==> src/rtl/mem_pkg.sv <==
// Shared constants and types for the round-robin memory arbiter.
//   DEF_ADDR_W / DEF_DATA_W : default address / data widths
//   arb_state_t             : arbiter FSM state encoding
package mem_pkg;

  localparam int DEF_ADDR_W = 16;
  localparam int DEF_DATA_W = 256;

  typedef enum logic [1:0] {
    IDLE    = 2'd0,
    ISSUE   = 2'd1,
    ACK     = 2'd2,
    RELEASE = 2'd3
  } arb_state_t;

endpackage

==> src/rtl/mem_rr_arbiter_if.sv <==
// Bus bundle between NUM_CH clients, the arbiter and one downstream memory port.
//   c_req/c_w_en/c_addr/c_wdata : per-channel requests from clients
//   c_ack/c_err/c_rdata         : completion back to clients (ack is per channel)
//   m_req/m_w_en/m_addr/m_wdata : request towards memory
//   m_ack/m_rdata               : memory completion
// modport master: the arbiter; modport slave: the clients + memory environment.
interface mem_rr_arbiter_if
  import mem_pkg::*;
#(
  parameter int NUM_CH = 4,
  parameter int ADDR_W = DEF_ADDR_W,
  parameter int DATA_W = DEF_DATA_W
);

  logic [NUM_CH-1:0]             c_req;
  logic [NUM_CH-1:0]             c_w_en;
  logic [NUM_CH-1:0][ADDR_W-1:0] c_addr;
  logic [NUM_CH-1:0][DATA_W-1:0] c_wdata;
  logic [NUM_CH-1:0]             c_ack;
  logic                          c_err;
  logic [DATA_W-1:0]             c_rdata;

  logic                          m_req;
  logic                          m_w_en;
  logic [ADDR_W-1:0]             m_addr;
  logic [DATA_W-1:0]             m_wdata;
  logic                          m_ack;
  logic [DATA_W-1:0]             m_rdata;

  modport master (
    input  c_req, c_w_en, c_addr, c_wdata, m_ack, m_rdata,
    output c_ack, c_err, c_rdata, m_req, m_w_en, m_addr, m_wdata
  );

  modport slave (
    output c_req, c_w_en, c_addr, c_wdata, m_ack, m_rdata,
    input  c_ack, c_err, c_rdata, m_req, m_w_en, m_addr, m_wdata
  );

endinterface

==> src/rtl/rr_pick.sv <==
// Combinational round-robin selector.
//   req        : request vector, one bit per channel
//   last_grant : channel granted most recently
//   grant      : chosen channel; first requester found searching upward from
//                last_grant+1 with wrap-around
//   valid      : at least one request present
module rr_pick #(
  parameter int  NUM_CH = 4,
  localparam int IDX_W  = $clog2(NUM_CH)
) (
  input  logic [NUM_CH-1:0] req,
  input  logic [IDX_W-1:0]  last_grant,
  output logic [IDX_W-1:0]  grant,
  output logic              valid
);

  // Scan from the lowest priority (last_grant itself) towards the highest
  // (last_grant+1) so the final hit wins without an early exit.
  always_comb begin
    int cand;
    cand  = 0;
    grant = '0;
    valid = 1'b0;
    for (int i = NUM_CH; i >= 1; i--) begin
      cand = int'(last_grant) + i;
      if (cand >= NUM_CH) cand = cand - NUM_CH;
      if (req[cand[IDX_W-1:0]]) begin
        grant = IDX_W'(cand);
        valid = 1'b1;
      end
    end
  end

endmodule

==> src/rtl/mem_rr_arbiter.sv <==
// Round-robin arbiter: shares one downstream memory port among NUM_CH clients,
// one transaction at a time, with a timeout on the memory acknowledge.
//   clk     : clock, everything on posedge
//   reset_n : asynchronous active-low reset
//   bus     : mem_rr_arbiter_if.master (client request/ack side + memory side)
//
// state   | meaning
// IDLE    | arbitrate; latch winner's grant index, addr, w_en, wdata
// ISSUE   | m_req high from latched fields; wait for m_ack or timeout
// ACK     | one-cycle c_ack to the winner with c_err / c_rdata
// RELEASE | quiet cycle so the client can drop c_req; no arbitration
module mem_rr_arbiter
  import mem_pkg::*;
#(
  parameter int NUM_CH      = 4,
  parameter int ADDR_W      = DEF_ADDR_W,
  parameter int DATA_W      = DEF_DATA_W,
  parameter int TIMEOUT_CYC = 64
) (
  input  logic             clk,
  input  logic             reset_n,
  mem_rr_arbiter_if.master bus
);

  localparam int          IDX_W    = $clog2(NUM_CH);
  localparam logic [15:0] TMO_LAST = 16'(TIMEOUT_CYC - 1);

  arb_state_t        state_q, state_d;

  logic [IDX_W-1:0]  grant_q;
  logic [IDX_W-1:0]  last_grant_q;
  logic [ADDR_W-1:0] addr_q;
  logic              w_en_q;
  logic [DATA_W-1:0] wdata_q;
  logic [DATA_W-1:0] rdata_q;
  logic              err_q;
  logic [15:0]       tmo_cnt_q;

  logic [IDX_W-1:0]  pick_idx;
  logic              pick_valid;
  logic              tmo_hit;
  logic              m_req_c;
  logic [NUM_CH-1:0] ack_c;
  logic              err_c;

  rr_pick #(
    .NUM_CH(NUM_CH)
  ) u_pick (
    .req       (bus.c_req),
    .last_grant(last_grant_q),
    .grant     (pick_idx),
    .valid     (pick_valid)
  );

  assign tmo_hit = (tmo_cnt_q == TMO_LAST);

  always_ff @(posedge clk or negedge reset_n) begin
    if (!reset_n) state_q <= IDLE;
    else          state_q <= state_d;
  end

  always_comb begin
    state_d = state_q;
    m_req_c = 1'b0;
    ack_c   = '0;
    err_c   = 1'b0;
    unique case (state_q)
      IDLE: begin
        if (pick_valid) state_d = ISSUE;
      end
      ISSUE: begin
        m_req_c = 1'b1;
        if (bus.m_ack || tmo_hit) state_d = ACK;
      end
      ACK: begin
        ack_c[grant_q] = 1'b1;
        err_c          = err_q;
        state_d        = RELEASE;
      end
      RELEASE: begin
        state_d = IDLE;
      end
      default: state_d = IDLE;
    endcase
  end

  // Transaction fields are latched once in IDLE so later c_req/c_addr
  // activity from any client cannot disturb the request already in flight.
  always_ff @(posedge clk or negedge reset_n) begin
    if (!reset_n) begin
      grant_q      <= '0;
      last_grant_q <= IDX_W'(NUM_CH - 1);
      addr_q       <= '0;
      w_en_q       <= 1'b0;
      wdata_q      <= '0;
      rdata_q      <= '0;
      err_q        <= 1'b0;
      tmo_cnt_q    <= '0;
    end else begin
      unique case (state_q)
        IDLE: begin
          if (pick_valid) begin
            grant_q   <= pick_idx;
            addr_q    <= bus.c_addr[pick_idx];
            w_en_q    <= bus.c_w_en[pick_idx];
            wdata_q   <= bus.c_wdata[pick_idx];
            tmo_cnt_q <= '0;
          end
        end
        ISSUE: begin
          // An ack landing on the last allowed cycle still counts as success.
          if (bus.m_ack) begin
            rdata_q <= w_en_q ? '0 : bus.m_rdata;
            err_q   <= 1'b0;
          end else if (tmo_hit) begin
            rdata_q <= '0;
            err_q   <= 1'b1;
          end else begin
            tmo_cnt_q <= tmo_cnt_q + 16'd1;
          end
        end
        ACK: begin
          last_grant_q <= grant_q;
        end
        default: ;
      endcase
    end
  end

  assign bus.m_req   = m_req_c;
  assign bus.m_w_en  = w_en_q;
  assign bus.m_addr  = addr_q;
  assign bus.m_wdata = wdata_q;
  assign bus.c_ack   = ack_c;
  assign bus.c_err   = err_c;
  assign bus.c_rdata = rdata_q;

endmodule

==> src/flat_wrapper.sv <==
// flat-port wrapper written by rule: the top's interface ports become plain ports
module mem_rr_arbiter_flat import mem_pkg::*;
#(
  parameter int NUM_CH      = 4,
  parameter int ADDR_W      = DEF_ADDR_W,
  parameter int DATA_W      = DEF_DATA_W,
  parameter int TIMEOUT_CYC = 64
)
  (clk, reset_n, bus_c_req, bus_c_w_en, bus_c_addr, bus_c_wdata, bus_m_ack, bus_m_rdata, bus_c_ack, bus_c_err, bus_c_rdata, bus_m_req, bus_m_w_en, bus_m_addr, bus_m_wdata);
  mem_rr_arbiter_if #(.NUM_CH(NUM_CH), .ADDR_W(ADDR_W), .DATA_W(DATA_W)) bus_i ();
  input  logic clk;
  input  logic reset_n;
  input wire logic [$bits(bus_i.c_req)-1:0] bus_c_req;
  input wire logic [$bits(bus_i.c_w_en)-1:0] bus_c_w_en;
  input wire logic [$bits(bus_i.c_addr)-1:0] bus_c_addr;
  input wire logic [$bits(bus_i.c_wdata)-1:0] bus_c_wdata;
  input wire logic [$bits(bus_i.m_ack)-1:0] bus_m_ack;
  input wire logic [$bits(bus_i.m_rdata)-1:0] bus_m_rdata;
  output wire logic [$bits(bus_i.c_ack)-1:0] bus_c_ack;
  output wire logic [$bits(bus_i.c_err)-1:0] bus_c_err;
  output wire logic [$bits(bus_i.c_rdata)-1:0] bus_c_rdata;
  output wire logic [$bits(bus_i.m_req)-1:0] bus_m_req;
  output wire logic [$bits(bus_i.m_w_en)-1:0] bus_m_w_en;
  output wire logic [$bits(bus_i.m_addr)-1:0] bus_m_addr;
  output wire logic [$bits(bus_i.m_wdata)-1:0] bus_m_wdata;
  assign bus_i.c_req = bus_c_req;
  assign bus_i.c_w_en = bus_c_w_en;
  assign bus_i.c_addr = bus_c_addr;
  assign bus_i.c_wdata = bus_c_wdata;
  assign bus_i.m_ack = bus_m_ack;
  assign bus_i.m_rdata = bus_m_rdata;
  assign bus_c_ack = bus_i.c_ack;
  assign bus_c_err = bus_i.c_err;
  assign bus_c_rdata = bus_i.c_rdata;
  assign bus_m_req = bus_i.m_req;
  assign bus_m_w_en = bus_i.m_w_en;
  assign bus_m_addr = bus_i.m_addr;
  assign bus_m_wdata = bus_i.m_wdata;
  mem_rr_arbiter #(.NUM_CH(NUM_CH), .ADDR_W(ADDR_W), .DATA_W(DATA_W), .TIMEOUT_CYC(TIMEOUT_CYC)) u_core (.clk(clk), .reset_n(reset_n), .bus(bus_i));
endmodule
==> config.mk <==
export PLATFORM = sky130hd
export DESIGN_NAME = mem_rr_arbiter_flat
export DESIGN_NICKNAME = d
export VERILOG_FILES = /design/src/rtl/mem_pkg.sv /design/src/rtl/mem_rr_arbiter_if.sv /design/src/rtl/rr_pick.sv /design/src/rtl/mem_rr_arbiter.sv /design/src/flat_wrapper.sv
export SDC_FILE = /design/constraint.sdc
export NUM_CORES = 1
export LEC_CHECK = 0
export ABC_CLOCK_PERIOD_IN_PS = 1700
export BUFFER_PORTS_ARGS = -buffer_cell sky130_fd_sc_hd__buf_2
export CAP_MARGIN = 20
export CORE_AREA = 2 2 736 738
export CTS_BUF_LIST = sky130_fd_sc_hd__clkbuf_8
export DETAILED_ROUTE_END_ITERATION = 12
export DIE_AREA = 0 0 738 740
export GPL_ROUTABILITY_DRIVEN = 0
export HOLD_SLACK_MARGIN = 0.12
export PLACE_DENSITY_LB_ADDON = 0.2
export SLEW_MARGIN = 20
export SYNTH_ARGS = -nofsm -noshare
export SYNTH_HDL_FRONTEND = slang
export SYNTH_SLANG_ARGS = --single-unit
==> constraint.sdc <==
create_clock -name clk -period 1.7 [get_ports clk]
set_input_delay 0 -clock clk [delete_from_list [all_inputs] [get_ports clk]]
set_output_delay 0 -clock clk [all_outputs]
set_load 0.02 [all_outputs]
==> results.json, run 1 <==
{
  "status": "did not finish",
  "lastStage": "clock tree synthesis (4_1_cts)",
  "run.stop_error": "[ERROR RSZ-0060] Max buffer count reached.",
  "cts.sinks": 552,
  "ctsHoldBuffers": 2372,
  "syn_inst": 2247,
  "placed_area_um2": 49300,
  "async_flop_share_pct": 100,
  "place.detailed.hpwl_um": 349000,
  "dieWidth_um": 738,
  "root_buffer": "clkbuf_8",
  "ys.flop_type": "dfrtp_1",
  "place_ws_ps": -1720,
  "cts_resized": 673,
  "synth_area_um2": 28800,
  "port_buffers": 1889,
  "synth-seq-cells": 552,
  "cts-buffers-inserted": 135,
  "die_h_um": 740,
  "io_pins": 1890,
  "avgSynthCellArea_um2": 12.8,
  "seq_area_frac_synth_pct": 48.0,
  "h-tree-depth": 4,
  "initial_core_util_pct": 5.34,
  "syn-num-nets": 3606,
  "yosysWarnings": 0,
  "synth_edf_count": 0,
  "cts_max_path_buffers": 4,
  "rows": 270,
  "cts_setup_buffers": 107,
  "synth.distinct_cells": 52
}
[synth_stat cells (all sizes together), types with 2 or more instances]
| library cell | instances | share of area, % |
|---|---|---|
| dfrtp | 550 | 48 |
| mux2i | 547 | 19 |
| nand2 | 287 | 3.7 |
| o221ai | 274 | 14 |
| a22o | 256 | 7.8 |
| buf | 152 | 3.9 |
| clkbuf | 62 | 0.94 |
| nor2 | 19 | 0.25 |
| o21ai | 13 | 0.24 |
| a21oi | 10 | 0.17 |
| nand3 | 8 | 0.14 |
| nand2b | 7 | 0.15 |
| nor3 | 6 | 0.10 |
| xnor2 | 6 | 0.18 |
| ha | 4 | 0.17 |
| inv | 4 | 0.052 |
| o211ai | 4 | 0.10 |
| a2111o | 3 | 0.12 |
| and3 | 3 | 0.065 |
| nor4 | 3 | 0.14 |
| or2 | 3 | 0.065 |
| xor2 | 3 | 0.091 |
| a211oi | 2 | 0.052 |
| and2 | 2 | 0.043 |
| dfstp | 2 | 0.18 |
| nand4 | 2 | 0.043 |
[cell families after synthesis]
kind of cell,share of synthesized area (%)
buffers and inverters,4.90
xor gates and xnor gates,0.274
muxes,19.1
and+or+nand+nor,4.94
AOI/OAI and AO/OA,22.6
adders and majority gates,0.174
DFF,48.0
[through the flow]
stage,hold WS (ps),TNS (ps),cells
after floorplan,-296,-55720,2247
after global placement,-23.3,-414530,11482
after detailed placement,-20.4,-397300,11482
==> run 2, diff against run 1 <==
ABC_CLOCK_PERIOD_IN_PS = 2210   (was 1700)
CORE_AREA = 2 2 742 744   (was 2 2 736 738)
CTS_BUF_LIST = unset   (was sky130_fd_sc_hd__clkbuf_8)
DIE_AREA = 0 0 744 746   (was 0 0 738 740)
HOLD_SLACK_MARGIN = unset   (was 0.12)
PLACE_DENSITY_LB_ADDON = 0.15   (was 0.2)
clock period = 2.21 ns   (was 1.7 ns; I/O delays follow)
==> run 2 against run 1 <==
Net effect: the flow now finishes, with violations (setup timing); synthesized area did not move; synthesized cell count did not move.
==> results.json, run 2 <==
{
  "status": "finished with violations",
  "violations": "setup timing",
  "antenna_found_initial": 274,
  "routed_via_density": 2.85,
  "core_um2": 547000,
  "root_buffer": "clkbuf_16",
  "dieWidth_um": 744,
  "ir_worst_vdd_v": 0.000728,
  "fillers": 61668,
  "synth_top_area_cell": "dfrtp_1",
  "ys.flop_type": "dfrtp_1",
  "grt-ovfl-total": 0,
  "avgRoutedWirePerCell_um": 27.2,
  "hp-class": "primary input to register",
  "yosysWarnings": 0,
  "gr-usage-all-layers_pct": 13.0,
  "combPwrFrac_pct": 62.9,
  "cp-end-kind": "register",
  "worstMarginPinSlew_ps": 712,
  "grt_max_degree": 61,
  "grt_pass1_wl_um": 471000,
  "most-common-layout-cells": "dlygate4sd3_1, buf_2, dfrtp_1, nand2_1, o221ai_2",
  "place.detailed.hpwl_um": 316000,
  "cts_max_path_buffers": 4,
  "cts.reportedPaths.clkPinSlew_ps": 50,
  "vias": 39642,
  "ant_nets": 0,
  "finalHoldViolations": 0,
  "rsz0062_at_grt": "yes",
  "synth_most_common_cell": "dfrtp_1",
  "syn_to_final_growth_pct": 174,
  "multi_input_area_um2": 16500,
  "hold_ws_ps": 69.7,
  "max_cap_viol_count": 0,
  "async_flop_share_pct": 100,
  "final_nets": 7851,
  "initial_core_util_pct": 5.26,
  "final-setup-viol-count": 187,
  "ys_top_cells_by_area": "dfrtp_1, mux2i_1, o221ai_2",
  "cts_tree": "yes",
  "rows": 272,
  "cp.required_ps": 2860,
  "grt_pass1_vias": 43454,
  "critical_path_arrival_ps": 3010,
  "drive_above_1_share_pct": 47.7,
  "leakage_nw": 33.6,
  "relSlewSlack_pct": 52.5,
  "netlist.area_leader.share_pct": 47.8,
  "seq_power_share_pct": 20.2,
  "io_pins": 1890,
  "seq_area_frac_synth_pct": 48.0,
  "switchingPower_w": 0.0447,
  "drcViolationCount": 0,
  "crit_fanout": 7,
  "period_share_pct": 107,
  "tns_ps": -10600,
  "syn-num-nets": 3606,
  "synth-seq-cells": 552,
  "power_frac_clock_pct": 16.9,
  "layout.cells.non_filler": 13919,
  "synth.distinct_cells": 52,
  "seq_area_um2": 13800,
  "synth_edf_count": 0,
  "avgSynthCellArea_um2": 12.8,
  "syn_inst": 2247,
  "reg2reg_slack_ps": -150,
  "drt_pass1_iterations": 5,
  "yosys-top-cells-count": "dfrtp_1, mux2i_1, nand2_1",
  "cts.sinks": 552,
  "layout_commonest_cell": "dlygate4sd3_1",
  "synth_area_um2": 28800,
  "start_kind": "register",
  "drt-total-wl_um": 379000,
  "finalCriticalPeriod_ps": 2360,
  "dp_cells": 11556,
  "p_int_w": 0.0488,
  "fin_util_pct": 14.4,
  "path_class": "register to register",
  "h-tree-depth": 3,
  "die-area_um2": 555000,
  "timing.fmax_mhz": 424,
  "cellPowerDensity_nw_per_um2": 1190,
  "die_h_um": 746,
  "layout_setup_ws_ps": -149,
  "drt_iter0_markers": 1886,
  "clkLatencyLatePin_ps": 870,
  "port_buffers": 1889,
  "swShare_pct": 47.8,
  "cts-buffers-inserted": 96,
  "fin_skew_ps": 100,
  "slew_viol_final": 0
}
run 2: cell type report:
| type | count | share of cell area [%] |
|---|---|---|
| inverter | 4 | 0.0190 |
| multi-input combinational | 1477 | 20.9 |
| antenna | 94 | 0.298 |
| tap | 7261 | 11.5 |
| sequential | 552 | 17.5 |
| clock inverter | 33 | 0.538 |
| clock buffer | 137 | 3.44 |
| timing repair buffer | 4361 | 45.8 |
run 2: through the flow:
| stage | setup WS (ps) | cell area [um^2] | total power, W |
|---|---|---|---|
| finish | -149 | 78900 | 0.0935 |
| global route | -271 | 78800 | 0.0991 |
| CTS | -250 | 77300 | 0.0946 |
| detailed placement | -1090 | 49700 | 0.0665 |
| global placement | -1130 | 49700 | 0.0667 |
| floorplan | 305 | 28800 | 0.0400 |
run 2: cells by family after synthesis:
logic type / Yosys count / share of synthesized area (%)
buffers and inverters: 218 / 4.90
xor gates and xnor gates: 9 / 0.274
muxes: 548 / 19.1
DFF: 552 / 48.0
AOI/OAI and AO/OA: 569 / 22.6
and+or+nand+nor: 347 / 4.94
adders and majority gates: 4 / 0.174
run 2: worst max-delay path, stage by stage (launching register included):
cell and delay (ps):
dfstp_2 540, nand2b_4 140, buf_4 100, buf_4 90
o22ai_2 70, o21bai_4 180, buf_6 120, nand3_4 90
buf_12 130, buf_6 100, buf_16 150, buf_12 140
buf_12 120, buf_16 140, o221ai_2 90
run 2: routing by layer:
| layer | track usage (%) | wire, um |
|---|---|---|
| met5 | 0 | 650 |
| met4 | 4.80 | 17600 |
| met3 | 5.35 | 37900 |
| met2 | 22.3 | 179000 |
| met1 | 14.4 | 144000 |
run 2: path summary, 6_finish.rpt:
check / startpoint / end / cells after the start
setup / recovery: u_core.last_grant_q[0] / u_core.bus.m_wdata[99] / 14
hold / removal: bus_m_rdata[157] / u_core.bus.c_rdata[157] / 3
setup reg to reg: u_core.last_grant_q[0] / u_core.bus.m_wdata[99] / 14
hold reg to reg: u_core.bus.m_wdata[117] / u_core.bus.m_wdata[117] / 2
max in group asynchronous: reset_n / u_core.bus.m_wdata[163] / 6
min in group asynchronous: reset_n / u_core.bus.m_wdata[15] / 4
run 2: what timing repair did:
action,in CTS,in global routing
buffers inserted,86,29
cloned,42,9
hold endpoints to repair,1067,2
hold buffers,1957,7
pin swaps,47,30
endpoints found under the setup margin,501,412
gates resized for setup,574,204
run 2: power groups by stage:
stage	clock network [W]	logic (W)	registers [W]
after floorplan	0	0.0166	0.0234
after global placement	0	0.0477	0.0190
after detailed placement	0	0.0476	0.0189
after CTS	0.0167	0.0589	0.0190
after global routing	0.0169	0.0627	0.0195
final	0.0158	0.0588	0.0189
(Power assumes the default switching activity.)
